<file path="src/rtl/arb4_rr_ctrl.sv">
// arb4_rr_ctrl: four-requester round-robin arbiter driving a 2-to-4 decoder
// stage. Grants are one-hot active-low, SEL/G_L feed the decoder, and every
// output is registered. A GAP cycle always separates two grants.
// Optional feature macro: ARB4_TENURE_EN limits each tenure to HOLD_MAX cycles.
//
// Handshake: REQ_L[i] low is a request; the owner keeps it low to keep the
// grant and raises it to release. GNT_L[i] low means requester i owns the
// resource for that cycle. EN_L high aborts any grant and blocks arbitration.
module arb4_rr_ctrl #(
    parameter int HOLD_MAX = 15,
    parameter int CW       = 4
) (
    input  logic       CLK,
    input  logic       RESET_L,
    input  logic       EN_L,
    input  logic [3:0] REQ_L,
    output logic [3:0] GNT_L,
    output logic [1:0] SEL,
    output logic       G_L,
    output logic       BUSY,
    output logic [1:0] dbg_state
);

    typedef enum logic [1:0] {
        S_IDLE  = 2'd0,
        S_GRANT = 2'd1,
        S_GAP   = 2'd2
    } state_t;

    // Tenure counter must be able to hold HOLD_MAX - 1.
    if (HOLD_MAX < 1 || HOLD_MAX >= (1 << CW)) begin : g_param_check
        $error("arb4_rr_ctrl: HOLD_MAX must be in 1 .. 2**CW-1");
    end

    state_t     state, state_n;
    logic [3:0] gnt_n;
    logic [1:0] sel_n;
    logic       g_n;
    logic       busy_n;
    logic [1:0] ptr, ptr_n;
    logic [1:0] win;
    logic [1:0] idx;
    logic       found;
    logic       tenure_hit;
    logic       issue;

`ifdef ARB4_TENURE_EN
    logic [CW-1:0] cnt;

    assign tenure_hit = (cnt == CW'(HOLD_MAX - 1));

    // Tenure counter: cleared on grant issue, counts each GRANT cycle.
    always_ff @(posedge CLK or negedge RESET_L) begin
        if (!RESET_L) begin
            cnt <= '0;
        end else if (issue) begin
            cnt <= '0;
        end else if (state == S_GRANT) begin
            cnt <= cnt + 1'b1;
        end
    end
`else
    assign tenure_hit = 1'b0;
`endif

    assign dbg_state = state;

    // Round-robin search: first low request starting at ptr, wrapping mod 4.
    always_comb begin
        win   = ptr;
        found = 1'b0;
        idx   = ptr;
        for (int k = 0; k < 4; k++) begin
            idx = ptr + k[1:0];
            if (!found && !REQ_L[idx]) begin
                win   = idx;
                found = 1'b1;
            end
        end
    end

    // Next state and next registered outputs.
    always_comb begin
        state_n = state;
        gnt_n   = GNT_L;
        sel_n   = SEL;
        g_n     = G_L;
        busy_n  = BUSY;
        ptr_n   = ptr;
        issue   = 1'b0;
        case (state)
            S_GRANT: begin
                // Release, abort or tenure expiry all end the grant; other
                // requesters are never handed the resource directly.
                if (REQ_L[SEL] || EN_L || tenure_hit) begin
                    state_n = S_GAP;
                    gnt_n   = 4'b1111;
                    g_n     = 1'b1;
                    busy_n  = 1'b0;
                end
            end
            default: begin
                if (!EN_L && found) begin
                    state_n = S_GRANT;
                    gnt_n   = ~(4'b0001 << win);
                    sel_n   = win;
                    g_n     = 1'b0;
                    busy_n  = 1'b1;
                    ptr_n   = win + 2'd1;
                    issue   = 1'b1;
                end else begin
                    state_n = S_IDLE;
                    gnt_n   = 4'b1111;
                    g_n     = 1'b1;
                    busy_n  = 1'b0;
                end
            end
        endcase
    end

    // State, pointer and registered outputs.
    always_ff @(posedge CLK or negedge RESET_L) begin
        if (!RESET_L) begin
            state <= S_IDLE;
            GNT_L <= 4'b1111;
            SEL   <= 2'b00;
            G_L   <= 1'b1;
            BUSY  <= 1'b0;
            ptr   <= 2'b00;
        end else begin
            state <= state_n;
            GNT_L <= gnt_n;
            SEL   <= sel_n;
            G_L   <= g_n;
            BUSY  <= busy_n;
            ptr   <= ptr_n;
        end
    end

endmodule

</file>
<file path="config.mk">
export PLATFORM = sky130hd
export DESIGN_NAME = arb4_rr_ctrl
export DESIGN_NICKNAME = d
export VERILOG_FILES = /design/src/rtl/arb4_rr_ctrl.sv
export SDC_FILE = /design/constraint.sdc
export NUM_CORES = 1
export LEC_CHECK = 0
export ABC_AREA = 1
export CAP_MARGIN = 20
export CORE_MARGIN = 2
export CORE_UTILIZATION = 54
export CTS_BUF_LIST = sky130_fd_sc_hd__clkbuf_8 sky130_fd_sc_hd__clkbuf_16
export DETAILED_ROUTE_END_ITERATION = 8
export DONT_BUFFER_PORTS = 1
export GPL_ROUTABILITY_DRIVEN = 1
export MAX_ROUTING_LAYER = met4
export PLACE_DENSITY_LB_ADDON = 0.15
export SETUP_SLACK_MARGIN = 0.05
export SYNTH_ARGS = -nofsm -noshare
export SYNTH_HDL_FRONTEND = slang
export SYNTH_SLANG_ARGS = --single-unit
</file>
<file path="constraint.sdc">
create_clock -name CLK -period 1.4 [get_ports CLK]
set_clock_uncertainty 0.05 [all_clocks]
set_input_delay 0.28 -clock CLK [delete_from_list [all_inputs] [get_ports CLK]]
set_output_delay 0.28 -clock CLK [all_outputs]
set_load 0.02 [all_outputs]
</file>
==> flow_summary.json, run 1 <==
{
  "status": "finished, violations left",
  "violations": "setup timing",
  "period_share": 1.23,
  "vdd_drop_max_v": 0.00205,
  "syn_nets": 127,
  "grt_overflow_total": 0,
  "slew_headroom": 0.684,
  "combPwrFrac": 0.716,
  "yosysSeqAreaShare": 0.336,
  "nets": 153,
  "die_area_mm2": 0.00188,
  "grt_pass1_vias": 842,
  "maxSlewViolCount": 0,
  "dp_slack_ns": -0.260,
  "insertion_delay_ns": 0.24,
  "grt_start_max_net_pins": 12,
  "via_count": 881,
  "rsz0062_at_grt": "yes",
  "final_cells": 161,
  "hold_viol_final": 0,
  "syn-cell-area_um2": 838,
  "yosysTopAreaCellShare": 0.206,
  "crit_type": "reg -> reg",
  "coreArea_mm2": 0.00149,
  "ant_nets": 0,
  "route.final.wire_length_um": 2430,
  "gp_congestion": 0.963,
  "p_sw_w": 0.00183,
  "num_rows": 14,
  "initial_core_util": 0.563,
  "grt_pass1_wl_um": 3640,
  "grt_usage": 0.281,
  "powerDensity_mw_per_mm2": 3040,
  "dp_hpwl_um": 1420,
  "firstDrtPassIters": 4,
  "clk_root_buffer_cell": "clkbuf_8",
  "antenna_found_initial": 0,
  "critPathCaptureType": "flip-flop",
  "clockBufferDepth": 2,
  "synth_area_per_cell_um2": 6.99,
  "hold_path.class": "in -> reg",
  "ys_top_cells_by_area": "nand2_1 (21%), dfrtp_1 (18%), dfstp_2 (16%)",
  "timing.fmax_ghz": 0.582,
  "viasPerCell": 5.47,
  "drc": 0,
  "syn-instance-count": 120,
  "cap_viol_max_count": 0,
  "htreeDepth": 1,
  "wire_per_inst_um": 15.1,
  "synth_warnings": 0,
  "p_sw_frac": 0.511,
  "cts_tree": "done",
  "port_buffers": 0,
  "clock-sinks": 11,
  "area_delta_synth_final_pct": 40.4,
  "finalSetupViolations": 10,
  "start_kind": "flip-flop",
  "path_clk_slew_ns": 0.05,
  "max_slew.worst_pin.slew_ns": 0.472,
  "synth_top_area_cell": "nand2_1",
  "dp.cells": 148,
  "die_width_um": 43.4,
  "fin_crit_ns": 1.72,
  "dr.first_iter.drc_count": 21,
  "clockPowerShare": 0.087,
  "leakage_nw": 0.598,
  "crit_fanout": 5,
  "synth-seq-cells": 11,
  "crit_required_ns": 1.48,
  "die_y_um": 43.4,
  "cp_data_arrival_time_ns": 1.80,
  "p_int_w": 0.00175,
  "ys_types": 24,
  "ios": 17,
  "diodes": 0,
  "pwr-share-seq": 0.197,
  "setup_ws_ns": -0.319,
  "cts_buffers": 3,
  "drive_above_1_share": 0.538
}
-- synth_stat cells (all sizes together) --
library cell  instances
buf                   3
nor2                 10
nor3                  1
nand4                 2
a21oi                 2
o21a                  1
dfstp                 5
o211ai                1
o21ai                 8
nand2                56
nand3                12
dfrtp                 6
inv                  13
-- placed cells by master, fill, tap and decap left out, types with 2 or more instances in the layout --
cell type  count
dfstp_2        5
nand3_2        4
o21ai_0        2
o21ai_2        3
inv_2          5
nand3_4        2
buf_6          3
nand2_1       30
buf_4         20
nor2_1         8
clkbuf_8       3
dfrtp_1        5
inv_1          8
nand4_1        2
nand2_4        8
o21ai_1        2
nand2_2       18
nand3_1        6
-- layout make-up --
class,instances,area [um2]
multi-input cells,93,584
repair buffers,24,194
flip-flops and latches,11,283
inverters,13,51.3
fillers,98,312
well taps,16,20.0
clock inverters,1,3.75
clock buffers,3,41.3
-- cell families (layout without fill, tap and decap cells) --
| logic type | Yosys count | count (layout) | synth area share |
|---|---|---|---|
| and+or+nand+nor | 81 | 81 | 0.466 |
| buffers and inverters | 16 | 41 | 0.0895 |
| DFF | 11 | 11 | 0.336 |
| AOI/OAI and AO/OA | 12 | 12 | 0.109 |
-- worst paths after layout --
kind | from | endpoint | slack (ns) | depth (start not counted)
min in group asynchronous | RESET_L | ptr[1]$_DFFE_PN0P_ | 0.39 | 1
hold / removal | EN_L | dbg_state[0]$_DFFE_PN0P_ | 0.27 | 3
max in group asynchronous | RESET_L | ptr[0]$_DFFE_PN0P_ | 0.57 | 1
hold reg to reg | GNT_L[3]$_DFFE_PN1P_ | GNT_L[3]$_DFFE_PN1P_ | 0.50 | 2
setup / recovery | ptr[0]$_DFFE_PN0P_ | ptr[1]$_DFFE_PN0P_ | -0.32 | 11
setup reg to reg | ptr[0]$_DFFE_PN0P_ | ptr[1]$_DFFE_PN0P_ | -0.32 | 11
-- metal layers --
| metal | share of wire | track usage | routed length [um] | vias to the layer above |
|---|---|---|---|---|
| li1 | - | - | - | 430 |
| met1 | 0.36 | 0.306 | 880 | 409 |
| met2 | 0.54 | 0.481 | 1320 | 32 |
| met3 | 0.048 | 0.0167 | 117 | 10 |
| met4 | 0.047 | 0.200 | 114 | 0 |
| met5 | 0 | - | 0 | - |
-- state kept, by name, indices dropped and copies added (netlist names) --
signal and flops:
GNT_L 4, SEL 2, dbg_state 2, ptr 2
G_L 1
-- critical path, cell delays in order (launching register included) --
cell and delay [ns]:
dfrtp_2 0.44, buf_6 0.15, nand2_4 0.05, nand2_4 0.06
o21ai_4 0.21, nand4_1 0.19, nand2_2 0.16, nand2_2 0.08
nand2_4 0.08, inv_2 0.05, nand2_1 0.05, nand2_1 0.05
-- metrics by stage --
step	util	hold slack (ns)	power (W)	instance area (um2)	TNS, ns
after floorplan	-	-0.0656	0.00208	843	-0.577
after global placement	0.638	-0.0654	0.00250	950	-1.88
after detailed placement	0.638	-0.0653	0.00255	950	-2.05
after CTS	0.739	0.260	0.00316	1100	-2.01
after global routing	0.791	0.287	0.00381	1180	-3.19
final	0.791	0.269	0.00358	1180	-2.40
-- power by group through the flow --
stage | Clock (W) | Sequential (W) | Combinational [W]
3_5_place_dp | 0 | 0.000685 | 0.00186
4_1_cts | 0.000318 | 0.000694 | 0.00215
2_1_floorplan | 0 | 0.000734 | 0.00134
5_1_grt | 0.000333 | 0.000721 | 0.00276
6_report | 0.000310 | 0.000706 | 0.00256
3_3_place_gp | 0 | 0.000682 | 0.00182
-- repair_timing --
action | in CTS | in global routing
endpoints found under the hold margin | 11 | 0
resized for setup | 20 | 15
endpoints found under the setup margin | 10 | 11
buffers inserted | 4 | 4
hold buffers | 1 | 0
pin swaps | 14 | 14
Power figures use the tool's default switching activity.
==> inputs of run 2 (changes only) <==
SLEW_MARGIN = 30   (was unset)
==> results of run 2 <==
The final DEF is identical to that of run 1; final timing and power are the same.
==> inputs of run 3 (changes only) <==
ABC_AREA = 0   (was 1)
CORE_AREA = 2 2 39 41   (was unset)
CORE_MARGIN = unset   (was 2)
CORE_UTILIZATION = unset   (was 54)
DIE_AREA = 0 0 41 43   (was unset)
==> flow_summary.json, run 3 <==
{
  "viasPerCell": 5.45,
  "clk_root_buffer_cell": "clkbuf_8",
  "r2r-end": "GNT_L[0]$_DFFE_PN1P_",
  "powerDensity_mw_per_mm2": 2160,
  "timing.fmax_ghz": 0.638,
  "synth_warnings": 0,
  "area_delta_synth_final_pct": 38.5,
  "seqCellArea_um2": 284,
  "period_share": 1.12,
  "r2r_setup_slack_ns": -0.17,
  "yosysSeqAreaShare": 0.518,
  "synth_top_area_cell": "dfrtp_1",
  "r2r-start": "SEL[0]$_DFFE_PN0P_",
  "p_int_w": 0.00102,
  "drive_above_1_share": 0.478,
  "multi_input_area_um2": 310,
  "p_sw_w": 0.000612,
  "ys.flop_type": "dfrtp_1",
  "port_buffers": 0,
  "route.final.wire_length_um": 1300,
  "rsz0062_at_grt": "yes",
  "clock-sinks": 11,
  "setup_ws_ns": -0.168,
  "grt_usage": 0.191,
  "critPathCaptureType": "flip-flop",
  "leakage_nw": 0.323,
  "crit_fanout": 7,
  "die_width_um": 41,
  "die_area_mm2": 0.00176,
  "r2r_cells": 4,
  "crit_required_ns": 1.51,
  "synth-seq-cells": 11,
  "top_register": "GNT_L",
  "diodes": 0,
  "start_kind": "flip-flop",
  "firstDrtPassIters": 3,
  "synth_area_per_cell_um2": 9.70,
  "nets": 77,
  "wire_per_inst_um": 15.2,
  "cp_data_arrival_time_ns": 1.68,
  "syn-cell-area_um2": 543,
  "holdCritStartpoint": "EN_L",
  "ys_types": 24,
  "clockPowerShare": 0.190,
  "initial_core_util": 0.392,
  "grt_pass1_wl_um": 2150,
  "via_count": 463,
  "ys_top_cells_by_area": "dfrtp_1 (28%), dfstp_2 (24%), nand2_1 (6.9%)",
  "coreArea_mm2": 0.00138,
  "slew_headroom": 0.680,
  "hold_end": "dbg_state[0]$_DFFE_PN0P_",
  "holdPathStages": 2,
  "vdd_drop_max_v": 0.00116,
  "post_dp_cell_area_um2": 626,
  "finalSetupViolations": 7,
  "gp_congestion": 0.748,
  "num_rows": 14,
  "drc": 0,
  "syn_nets": 63,
  "ant_nets": 0,
  "status": "finished, violations left",
  "max_slew.worst_pin.slew_ns": 0.479,
  "hold_path.class": "in -> reg",
  "final_cell_mix": "buf_4 (10), nand2_1 (7), dfstp_2 (5), nor2_1 (5), dfrtp_1 (4)",
  "synth_commonest_cells": "nand2_1 (10), dfrtp_1 (6), dfstp_2 (5), nor2_1 (5)",
  "yosysTopAreaCellShare": 0.276,
  "grt_pass1_vias": 511,
  "insertion_delay_ns": 0.24,
  "p_sw_frac": 0.376,
  "antenna_found_initial": 0,
  "dr.first_iter.drc_count": 3,
  "crit_type": "reg -> reg",
  "grt_overflow_total": 0,
  "final_common_cell": "buf_4",
  "hold_slack_ns": 0.237,
  "synth_edf_count": 0,
  "finish.instance_area_um2": 752,
  "die_y_um": 43,
  "clockBufferDepth": 2,
  "syn-instance-count": 56,
  "pwr-share-seq": 0.378,
  "largest_reg_flops": 4,
  "path_clk_slew_ns": 0.05,
  "fillers": 134,
  "cts_buffers": 3,
  "cap_viol_max_count": 0,
  "combPwrFrac": 0.432,
  "maxSlewViolCount": 0,
  "grt_start_max_net_pins": 12,
  "yosysMostFrequentCell": "nand2_1",
  "ios": 17,
  "synthArstFlopShare": 1.00,
  "fin_crit_ns": 1.57,
  "hold_viol_final": 0,
  "violations": "setup timing",
  "cts_tree": "done",
  "htreeDepth": 1,
  "dp_hpwl_um": 925
}
run 3: cell count changes after synthesis, moves of 4 or more:
cell     delta
nand3_1     -9
inv_2       -5
nor2_1      -4
nand2_2     -7
nand2_1    -36
inv_1       -6
run 3: what timing repair did:
action                     in CTS  in global routing
setup endpoints to repair      11                 11
buffers inserted                0                  1
hold endpoints to repair       11                  0
gates resized for setup         8                  7
pin swaps                       5                  2
hold buffers                    1                  0
run 3: layer usage:
| metal | global-route usage | part of all wire | vias up |
|---|---|---|---|
| met1 | 0.237 | 0.42 | 224 |
| li1 | - | - | 224 |
| met3 | 0.0314 | 0.063 | 3 |
| met4 | 0.120 | 0.022 | 0 |
| met5 | - | 0 | - |
| met2 | 0.278 | 0.49 | 12 |
run 3: power groups by stage:
| stage | clock network, W | registers [W] | logic, W |
|---|---|---|---|
| final | 0.000309 | 0.000615 | 0.000703 |
| after global routing | 0.000331 | 0.000629 | 0.000765 |
| after CTS | 0.000319 | 0.000597 | 0.000653 |
| after detailed placement | 0 | 0.000595 | 0.000575 |
| after global placement | 0 | 0.000597 | 0.000574 |
| after floorplan | 0 | 0.000661 | 0.000301 |
run 3: cell families after synthesis:
| logic type | Yosys count | synth area share |
|---|---|---|
| muxes | 1 | 0.0415 |
| DFF | 11 | 0.518 |
| buffers and inverters | 4 | 0.0369 |
| AOI/OAI and AO/OA | 17 | 0.207 |
| and+or+nand+nor | 23 | 0.196 |
run 3: cell type report:
cell class / count / area share
timing repair buffer: 11 / 0.113
multi-input combinational: 41 / 0.413
tap: 16 / 0.0266
clock inverter: 1 / 0.00499
sequential: 11 / 0.378
inverter: 2 / 0.00998
clock buffer: 3 / 0.0549
run 3: worst max-delay path, cell delays in order (launching register included):
cell and delay [ns]:
dfrtp_2 0.36, mux4_2 0.48, or3_4 0.39, o22ai_1 0.13
o21ai_1 0.08
run 3: how the worst max path moves through the flow:
| stage | startpoint | endpoint | cells past startpoint |
|---|---|---|---|
| 2_1_floorplan | SEL[0]$_DFFE_PN0P_ | GNT_L[2]$_DFFE_PN1P_ | 4 |
| 3_3_place_gp | SEL[0]$_DFFE_PN0P_ | GNT_L[2]$_DFFE_PN1P_ | 3 |
| 3_5_place_dp | SEL[0]$_DFFE_PN0P_ | GNT_L[0]$_DFFE_PN1P_ | 4 |
| 4_1_cts | SEL[0]$_DFFE_PN0P_ | GNT_L[0]$_DFFE_PN1P_ | 4 |
| 5_1_grt | SEL[0]$_DFFE_PN0P_ | GNT_L[0]$_DFFE_PN1P_ | 4 |
| 6_report | SEL[0]$_DFFE_PN0P_ | GNT_L[0]$_DFFE_PN1P_ | 4 |
run 3: through the flow:
step	power (W)	std cells	utilization	TNS (ns)	setup slack [ns]
5_1_grt	0.00172	85	0.543	-1.21	-0.225
4_1_cts	0.00157	84	0.520	-0.905	-0.169
3_5_place_dp	0.00117	79	0.452	-1.51	-0.234
3_3_place_gp	0.00117	79	0.452	-1.44	-0.206
2_1_floorplan	0.000962	56	-	-1.60	-0.272
6_report	0.00163	85	0.543	-0.884	-0.168
